<file path="config.mk">
export PLATFORM = sky130hd
export DESIGN_NAME = axilrd2wbpipe_flat
export DESIGN_NICKNAME = d
export VERILOG_FILES = /design/src/rtl/axilrd2wbpipe_if.sv /design/src/rtl/axilrd2wbpipe.sv /design/src/flat_wrapper.sv
export SDC_FILE = /design/constraint.sdc
export NUM_CORES = 1
export LEC_CHECK = 0
export CAP_MARGIN = 20
export CORE_MARGIN = 1.5
export CORE_UTILIZATION = 55
export DETAILED_ROUTE_END_ITERATION = 10
export PLACE_DENSITY_LB_ADDON = 0.2
export SYNTH_ARGS = -nofsm -noshare
export SYNTH_HDL_FRONTEND = slang
export SYNTH_SLANG_ARGS = --single-unit
export TNS_END_PERCENT = 30
</file>
<file path="constraint.sdc">
create_clock -name i_clk -period 6.1 [get_ports i_clk]
set_clock_uncertainty 0.05 [all_clocks]
set_input_delay 1.525 -clock i_clk [delete_from_list [all_inputs] [get_ports i_clk]]
set_output_delay 1.525 -clock i_clk [all_outputs]
set_load 0.05 [all_outputs]
</file>
<file path="src/rtl/axilrd2wbpipe_if.sv">
// AXI-lite read channel plus pipelined Wishbone read bus used by axilrd2wbpipe.
// The master modport is the bridge's view; the slave modport is its environment.
interface axilrd2wbpipe_if #(
  parameter int DW     = 32,
  parameter int ADDR_W = 28
);
  localparam int AW = ADDR_W - $clog2(DW / 8);

  logic              axi_arvalid;
  logic              axi_arready;
  logic [ADDR_W-1:0] axi_araddr;
  logic [2:0]        axi_arprot;

  logic              axi_rvalid;
  logic              axi_rready;
  logic [DW-1:0]     axi_rdata;
  logic [1:0]        axi_rresp;

  logic              wb_cyc;
  logic              wb_stb;
  logic [AW-1:0]     wb_addr;
  logic [DW/8-1:0]   wb_sel;
  logic              wb_stall;
  logic              wb_ack;
  logic              wb_err;
  logic [DW-1:0]     wb_data;

  modport master (
    input  axi_arvalid, axi_araddr, axi_arprot, axi_rready,
           wb_stall, wb_ack, wb_err, wb_data,
    output axi_arready, axi_rvalid, axi_rdata, axi_rresp,
           wb_cyc, wb_stb, wb_addr, wb_sel
  );

  modport slave (
    output axi_arvalid, axi_araddr, axi_arprot, axi_rready,
           wb_stall, wb_ack, wb_err, wb_data,
    input  axi_arready, axi_rvalid, axi_rdata, axi_rresp,
           wb_cyc, wb_stb, wb_addr, wb_sel
  );
endinterface

</file>
<file path="src/rtl/axilrd2wbpipe.sv">
// AXI-lite read-only slave to pipelined Wishbone master bridge with in-order
// response FIFO, optional abort-on-error and an ack watchdog.
module axilrd2wbpipe #(
  parameter int C_AXI_DATA_WIDTH = 32,
  parameter int C_AXI_ADDR_WIDTH = 28,
  parameter int LGFIFO           = 3,
  parameter int OPT_TIMEOUT      = 0,
  parameter int OPT_ERR_ABORT    = 1
) (
  input  logic           i_clk,
  input  logic           i_axi_reset_n,
  axilrd2wbpipe_if.master bus
);
  localparam int DW    = C_AXI_DATA_WIDTH;
  localparam int LSB   = $clog2(DW / 8);
  localparam int AW    = C_AXI_ADDR_WIDTH - LSB;
  localparam int CW    = LGFIFO + 1;
  localparam int DEPTH = 1 << LGFIFO;
  localparam int TW    = (OPT_TIMEOUT > 0) ? $clog2(OPT_TIMEOUT + 1) : 1;

  localparam logic [1:0] RESP_OKAY   = 2'b00;
  localparam logic [1:0] RESP_SLVERR = 2'b10;

  typedef enum logic {ST_RUN, ST_FLUSH} state_t;

  state_t            state_q, state_d;
  logic              stb_q, stb_d;
  logic [AW-1:0]     addr_q, addr_d;
  logic [CW-1:0]     acc_q, acc_d;     // accepted, not yet retired on R
  logic [CW-1:0]     wbo_q, wbo_d;     // strobed on WB, not yet acked
  logic [CW-1:0]     fcnt_q, fcnt_d;
  logic [LGFIFO-1:0] wr_ptr_q, wr_ptr_d;
  logic [LGFIFO-1:0] rd_ptr_q, rd_ptr_d;
  logic [TW-1:0]     wd_q, wd_d;

  logic [DW+1:0]     resp_mem [DEPTH];
  logic [DW+1:0]     push_word;

  logic wb_cyc, wb_issue, wb_ack, wb_err, wb_done;
  logic ar_ready, ar_fire, r_valid, r_fire;
  logic fifo_empty, push, pop;
  logic wd_idle, timeout, abort;
  logic [DW-1:0] r_data;
  logic [1:0]    r_resp;

  // Acks/errors only count while a cycle is open; err wins over a simultaneous ack.
  assign wb_cyc   = stb_q || (wbo_q != '0);
  assign wb_issue = stb_q && !bus.wb_stall;
  assign wb_ack   = wb_cyc && bus.wb_ack && !bus.wb_err;
  assign wb_err   = wb_cyc && bus.wb_err;
  assign wb_done  = wb_ack || wb_err;

  // acc_q never exceeds DEPTH, so its top bit alone means "full".
  assign ar_ready = (state_q == ST_RUN) && !acc_q[LGFIFO] && (!stb_q || !bus.wb_stall);
  assign ar_fire  = bus.axi_arvalid && ar_ready;

  assign fifo_empty = (fcnt_q == '0);
  assign r_valid    = !fifo_empty || ((state_q == ST_FLUSH) && (acc_q != '0));
  assign r_fire     = r_valid && bus.axi_rready;
  assign push       = wb_done;
  assign pop        = r_fire && !fifo_empty;
  assign push_word  = wb_err ? {{DW{1'b0}}, RESP_SLVERR} : {bus.wb_data, RESP_OKAY};

  generate
    if (OPT_TIMEOUT > 0) begin : g_wd
      assign wd_idle = wb_cyc && (wbo_q != '0) && !wb_done;
      assign timeout = wd_idle && (wd_q == TW'(OPT_TIMEOUT - 1));
    end else begin : g_no_wd
      assign wd_idle = 1'b0;
      assign timeout = 1'b0;
    end
  endgenerate

  assign abort = ((OPT_ERR_ABORT != 0) && wb_err) || timeout;

  // NOTE: every variable gets a default at the top of always_comb so no path leaves it unassigned and infers a latch.
  always_comb begin
    state_d  = state_q;
    stb_d    = stb_q;
    addr_d   = addr_q;
    acc_d    = acc_q;
    wbo_d    = wbo_q;
    fcnt_d   = fcnt_q;
    wr_ptr_d = wr_ptr_q;
    rd_ptr_d = rd_ptr_q;
    wd_d     = '0;

    if (wb_issue) stb_d = 1'b0;
    if (ar_fire) begin
      stb_d  = 1'b1;
      addr_d = bus.axi_araddr[C_AXI_ADDR_WIDTH-1:LSB];
    end

    unique case ({ar_fire, r_fire})
      2'b10:   acc_d = acc_q + 1'b1;
      2'b01:   acc_d = acc_q - 1'b1;
      default: acc_d = acc_q;
    endcase

    unique case ({wb_issue, wb_done})
      2'b10:   wbo_d = wbo_q + 1'b1;
      2'b01:   wbo_d = wbo_q - 1'b1;
      default: wbo_d = wbo_q;
    endcase

    if (push) wr_ptr_d = wr_ptr_q + 1'b1;
    if (pop)  rd_ptr_d = rd_ptr_q + 1'b1;
    unique case ({push, pop})
      2'b10:   fcnt_d = fcnt_q + 1'b1;
      2'b01:   fcnt_d = fcnt_q - 1'b1;
      default: fcnt_d = fcnt_q;
    endcase

    if (wd_idle) wd_d = wd_q + 1'b1;

    unique case (state_q)
      ST_RUN:   if (abort) state_d = ST_FLUSH;
      ST_FLUSH: if (acc_d == '0) state_d = ST_RUN;
      default:  state_d = ST_RUN;
    endcase

    // An abort closes the WB cycle; everything still owed is answered by the flush.
    if (abort) begin
      stb_d = 1'b0;
      wbo_d = '0;
      wd_d  = '0;
    end
  end

  // NOTE: sequential state uses non-blocking assignments so every flop samples pre-edge values.
  always_ff @(posedge i_clk) begin
    if (!i_axi_reset_n) begin
      state_q  <= ST_RUN;
      stb_q    <= 1'b0;
      addr_q   <= '0;
      acc_q    <= '0;
      wbo_q    <= '0;
      fcnt_q   <= '0;
      wr_ptr_q <= '0;
      rd_ptr_q <= '0;
      wd_q     <= '0;
    end else begin
      state_q  <= state_d;
      stb_q    <= stb_d;
      addr_q   <= addr_d;
      acc_q    <= acc_d;
      wbo_q    <= wbo_d;
      fcnt_q   <= fcnt_d;
      wr_ptr_q <= wr_ptr_d;
      rd_ptr_q <= rd_ptr_d;
      wd_q     <= wd_d;
    end
  end

  // NOTE: the response memory is not reset; fcnt_q guards every read, so stale entries are never visible.
  always_ff @(posedge i_clk) begin
    if (push) resp_mem[wr_ptr_q] <= push_word;
  end

  always_comb begin
    r_data = '0;
    r_resp = RESP_OKAY;
    if (!fifo_empty) begin
      {r_data, r_resp} = resp_mem[rd_ptr_q];
    end else if (state_q == ST_FLUSH) begin
      r_resp = RESP_SLVERR;
    end
  end

  assign bus.axi_arready = ar_ready;
  assign bus.axi_rvalid  = r_valid;
  assign bus.axi_rdata   = r_data;
  assign bus.axi_rresp   = r_resp;
  assign bus.wb_cyc      = wb_cyc;
  assign bus.wb_stb      = stb_q;
  assign bus.wb_addr     = addr_q;
  assign bus.wb_sel      = '1;

  logic unused_inputs;
  assign unused_inputs = ^{bus.axi_arprot, bus.axi_araddr[LSB-1:0]};
endmodule

</file>
<file path="src/flat_wrapper.sv">
// flat-port wrapper written by rule: the top's interface ports become plain ports
module axilrd2wbpipe_flat 
#(
  parameter int C_AXI_DATA_WIDTH = 32,
  parameter int C_AXI_ADDR_WIDTH = 28,
  parameter int LGFIFO           = 3,
  parameter int OPT_TIMEOUT      = 0,
  parameter int OPT_ERR_ABORT    = 1
)
  (i_clk, i_axi_reset_n, bus_axi_arvalid, bus_axi_araddr, bus_axi_arprot, bus_axi_rready, bus_wb_stall, bus_wb_ack, bus_wb_err, bus_wb_data, bus_axi_arready, bus_axi_rvalid, bus_axi_rdata, bus_axi_rresp, bus_wb_cyc, bus_wb_stb, bus_wb_addr, bus_wb_sel);
  axilrd2wbpipe_if #(.DW((32)), .ADDR_W((28))) bus_i ();
  input  logic i_clk;
  input  logic i_axi_reset_n;
  input wire logic [$bits(bus_i.axi_arvalid)-1:0] bus_axi_arvalid;
  input wire logic [$bits(bus_i.axi_araddr)-1:0] bus_axi_araddr;
  input wire logic [$bits(bus_i.axi_arprot)-1:0] bus_axi_arprot;
  input wire logic [$bits(bus_i.axi_rready)-1:0] bus_axi_rready;
  input wire logic [$bits(bus_i.wb_stall)-1:0] bus_wb_stall;
  input wire logic [$bits(bus_i.wb_ack)-1:0] bus_wb_ack;
  input wire logic [$bits(bus_i.wb_err)-1:0] bus_wb_err;
  input wire logic [$bits(bus_i.wb_data)-1:0] bus_wb_data;
  output wire logic [$bits(bus_i.axi_arready)-1:0] bus_axi_arready;
  output wire logic [$bits(bus_i.axi_rvalid)-1:0] bus_axi_rvalid;
  output wire logic [$bits(bus_i.axi_rdata)-1:0] bus_axi_rdata;
  output wire logic [$bits(bus_i.axi_rresp)-1:0] bus_axi_rresp;
  output wire logic [$bits(bus_i.wb_cyc)-1:0] bus_wb_cyc;
  output wire logic [$bits(bus_i.wb_stb)-1:0] bus_wb_stb;
  output wire logic [$bits(bus_i.wb_addr)-1:0] bus_wb_addr;
  output wire logic [$bits(bus_i.wb_sel)-1:0] bus_wb_sel;
  assign bus_i.axi_arvalid = bus_axi_arvalid;
  assign bus_i.axi_araddr = bus_axi_araddr;
  assign bus_i.axi_arprot = bus_axi_arprot;
  assign bus_i.axi_rready = bus_axi_rready;
  assign bus_i.wb_stall = bus_wb_stall;
  assign bus_i.wb_ack = bus_wb_ack;
  assign bus_i.wb_err = bus_wb_err;
  assign bus_i.wb_data = bus_wb_data;
  assign bus_axi_arready = bus_i.axi_arready;
  assign bus_axi_rvalid = bus_i.axi_rvalid;
  assign bus_axi_rdata = bus_i.axi_rdata;
  assign bus_axi_rresp = bus_i.axi_rresp;
  assign bus_wb_cyc = bus_i.wb_cyc;
  assign bus_wb_stb = bus_i.wb_stb;
  assign bus_wb_addr = bus_i.wb_addr;
  assign bus_wb_sel = bus_i.wb_sel;
  axilrd2wbpipe #(.C_AXI_DATA_WIDTH(C_AXI_DATA_WIDTH), .C_AXI_ADDR_WIDTH(C_AXI_ADDR_WIDTH), .LGFIFO(LGFIFO), .OPT_TIMEOUT(OPT_TIMEOUT), .OPT_ERR_ABORT(OPT_ERR_ABORT)) u_core (.i_clk(i_clk), .i_axi_reset_n(i_axi_reset_n), .bus(bus_i));
endmodule
</file>
==> run summary <==
Critical-path cell list - buf_12 > mux4_2 > mux2i_1 > nor2_1 > clkdlybuf4s50_1
Core ar. - 0.0220 mm2
Global-route wire length before repair - 39,000 um
RSZ-0062 raised after global routing - no
Chip height - 153 um
Synth warnings - 0
# setup viols final - 0
Violated checks - design-rule violations
Cts bufs inserted - 31
Final Power - 8.01 mW
Tmin final - 4.78 ns
# rows - 54
Power Dens Cells - 535 mW/mm2
Vias in the first global route - 7,200
Synthesized area per cell - 17.1 um2
Status - finished with violations
Crit path DAT - 3.20 ns
Worst Hold Class - reg -> reg
Final ANT Viol Nets - 0
Final setup TNS - 0 ns
Yosys top cell by area - edfxtp_1
Share of layout cells above drive strength 1 - 0.157
Largest net degree at the start of global routing - 45
MaxCap Viol Count - 0
IO Pins - 138
Total Wirelength - 24,800 um
Die Footprint - 0.0235 mm2
R2r worst-path depth - 9
Leakage - 4.87 nW
Asr flop ratio synth - 0
Clock Sinks - 313
Net count, final - 947
DR vias/cell - 5.71
1st-iter DRT viols - 364
Critical Path Stages - 5
ANT cells - 0
Port Buffers - 127
Top fanout value on the critical path - 44
CTS clock-pin slew for the worst setup and hold paths - 0.06 ns
Crit path to - bus_axi_rdata[1]
CP startpoint kind - flop
CP bufs+invs - 2
Reg2reg start - u_core.wbo_q[0]$_SDFFE_PP0P_
TritonCTS clock tree - done
Worst Tran Pin Value - 0.779 ns
Distinct cells, synth - 43
Initial antenna violation count - 0
Post-CTS setup buffer count - 0
Tot GR Track Use - 0.217
Clock buffer depth - 3
Post-synth top cells - 264 x edfxtp_1, 66 x mux4_2, 62 x nand2_1, 57 x nor2_1, 49 x dfxtp_1
Worst reg2reg setup slack - 2.92 ns
Wire per inst - 21.3 um
Crit Path Class - reg -> out
Hold buffers post-CTS - 0
Final Wtd Congestion - 0.718
Slew HR - 0.479
Starting density of the core - 0.566
CP Capture Type - output pin
Final hold violations - 0
Mapped cell area - 0.0124 mm2
Design Area, Final - 0.0150 mm2
Post-DP HPWL - 14,600 um
Total grt overflow - 0
Final Cycle Share - 0.783
Final Max Slew Viols - 0
Max frequency - 0.209 GHz
DRC Markers - 5
Area Growth Syn to Fin - 20.6%
Syn Inst Count - 725
Area post-placement - 0.0141 mm2
Post-layout util - 0.682
CP max stage delay - 0.74 ns
CTS resizes - 0
H-Tree Depth - 1
Worst path required time - 4.53 ns
Seq/Total Area, Yosys - 0.717
Top delay family on crit path - buffers and inverters
Yosys top cell area share - 0.638
Most numerous cell in the Yosys netlist - edfxtp_1
Max IR drop VDD - 0.540 mV
Number of synthesized register bits - 313
R2r endpoint - u_core.wbo_q[3]$_SDFFE_PP0P_
Die Wd - 153 um
Worst skew pair latency - 0.54 ns
DR pass1 iterations - 8
Root Buffer - clkbuf_16
Top FF cell, synth - edfxtp_1
Via count - 6,663
Worst path slowest cell - clkdlybuf4s50_1
EDFF count, synth - 264
Synth top area cells - edfxtp_1 64%, mux4_2 12%, dfxtp_1 7.9%
report_power, final:
part / switching (mW) / total (mW) / internal (mW)
combinational: 2.07 / 3.30 / 1.22
sequential: 0.190 / 3.05 / 2.86
clock: 0.735 / 1.66 / 0.928
sequential cells by signal, summed over array words and instances (netlist names), named ones only:
signal	cells
u_core.acc_q	4
u_core.state_q	1
u_core.wr_ptr_q	3
u_core.bus.wb_addr	26
u_core.rd_ptr_q	3
u_core.bus.wb_stb	1
u_core.resp_mem	264
u_core.fcnt_q	4
u_core.wbo_q	4
area by class of cell:
class | count | area (um2)
Tap cell | 280 | 350
Clock inverter | 16 | 71.3
Timing Repair Buffer | 144 | 1440
Inverter | 14 | 52.6
Clock buffer | 40 | 810
Fill cell | 1456 | 6980
Sequential cell | 313 | 8910
Multi-Input combinational cell | 359 | 3340
worst register-to-register path: cells and delay by family, from the launching register on:
family / cells / cell delay, ns
and+or+nand+nor: 1 / 0.57
AOI/OAI and AO/OA: 3 / 0.84
DFF: 1 / 0.34
muxes: 2 / 0.45
buffers and inverters: 1 / 0.25
adders and majority gates: 2 / 0.62
how the worst min path moves through the flow:
stage	startpoint	end	slack [ns]	depth (start not counted)
floorplan	u_core.fcnt_q[3]$_SDFFE_PN0P_	u_core.fcnt_q[3]$_SDFFE_PN0P_	0.41	2
global placement	u_core.bus.wb_addr[7]$_SDFFE_PN0P_	u_core.bus.wb_addr[7]$_SDFFE_PN0P_	0.39	2
detailed placement	u_core.bus.wb_addr[22]$_SDFFE_PN0P_	u_core.bus.wb_addr[22]$_SDFFE_PN0P_	0.40	2
CTS	u_core.bus.wb_addr[9]$_SDFFE_PN0P_	u_core.bus.wb_addr[9]$_SDFFE_PN0P_	0.41	2
global route	u_core.bus.wb_addr[11]$_SDFFE_PN0P_	u_core.bus.wb_addr[11]$_SDFFE_PN0P_	0.43	2
finish	u_core.bus.wb_addr[9]$_SDFFE_PN0P_	u_core.bus.wb_addr[9]$_SDFFE_PN0P_	0.41	2
stage by stage:
stage | worst slack (ns) | instances | hold slack, ns
global placement | 1.38 | 1108 | 0.394
CTS | 1.21 | 1166 | 0.412
global route | 1.13 | 1166 | 0.431
detailed placement | 1.35 | 1110 | 0.400
floorplan | 0.334 | 728 | 0.407
finish | 1.32 | 1166 | 0.406
cell usage in the layout, fill, tap and decap left out, drive strengths merged, types with 2 or more instances in the layout:
cell type / count
inv: 15
xnor2: 2
and2: 34
nor4: 2
a21oi: 39
fa: 3
edfxtp: 264
a21o: 3
or3: 2
nor3: 3
clkdlybuf4s50: 127
mux2i: 38
buf: 17
conb: 5
clkbuf: 40
nor3b: 2
dfxtp: 49
o21ai: 4
nand3: 3
nand2b: 2
mux4: 66
xor2: 7
nor4b: 2
ha: 11
nor2: 57
clkinv: 15
nand4b: 2
nand2: 62
kinds of logic after synthesis:
| family | synth area share |
|---|---|
| other | 0.000605 |
| buffers and inverters | 0.0196 |
| xor gates and xnor gates | 0.00635 |
| AOI/OAI and AO/OA | 0.0243 |
| adders and majority gates | 0.0159 |
| DFF | 0.717 |
| muxes | 0.150 |
| and+or+nand+nor | 0.0658 |
layer usage:
| metal | GRT usage | vias up | part of all wire |
|---|---|---|---|
| met3 | 0.0465 | 34 | 0.067 |
| met4 | 0.0560 | 0 | 0.016 |
| met5 | 0 | - | 0 |
| met1 | 0.275 | 3362 | 0.40 |
| li1 | - | 3032 | - |
| met2 | 0.381 | 235 | 0.51 |
Power figures use the tool's default switching activity.
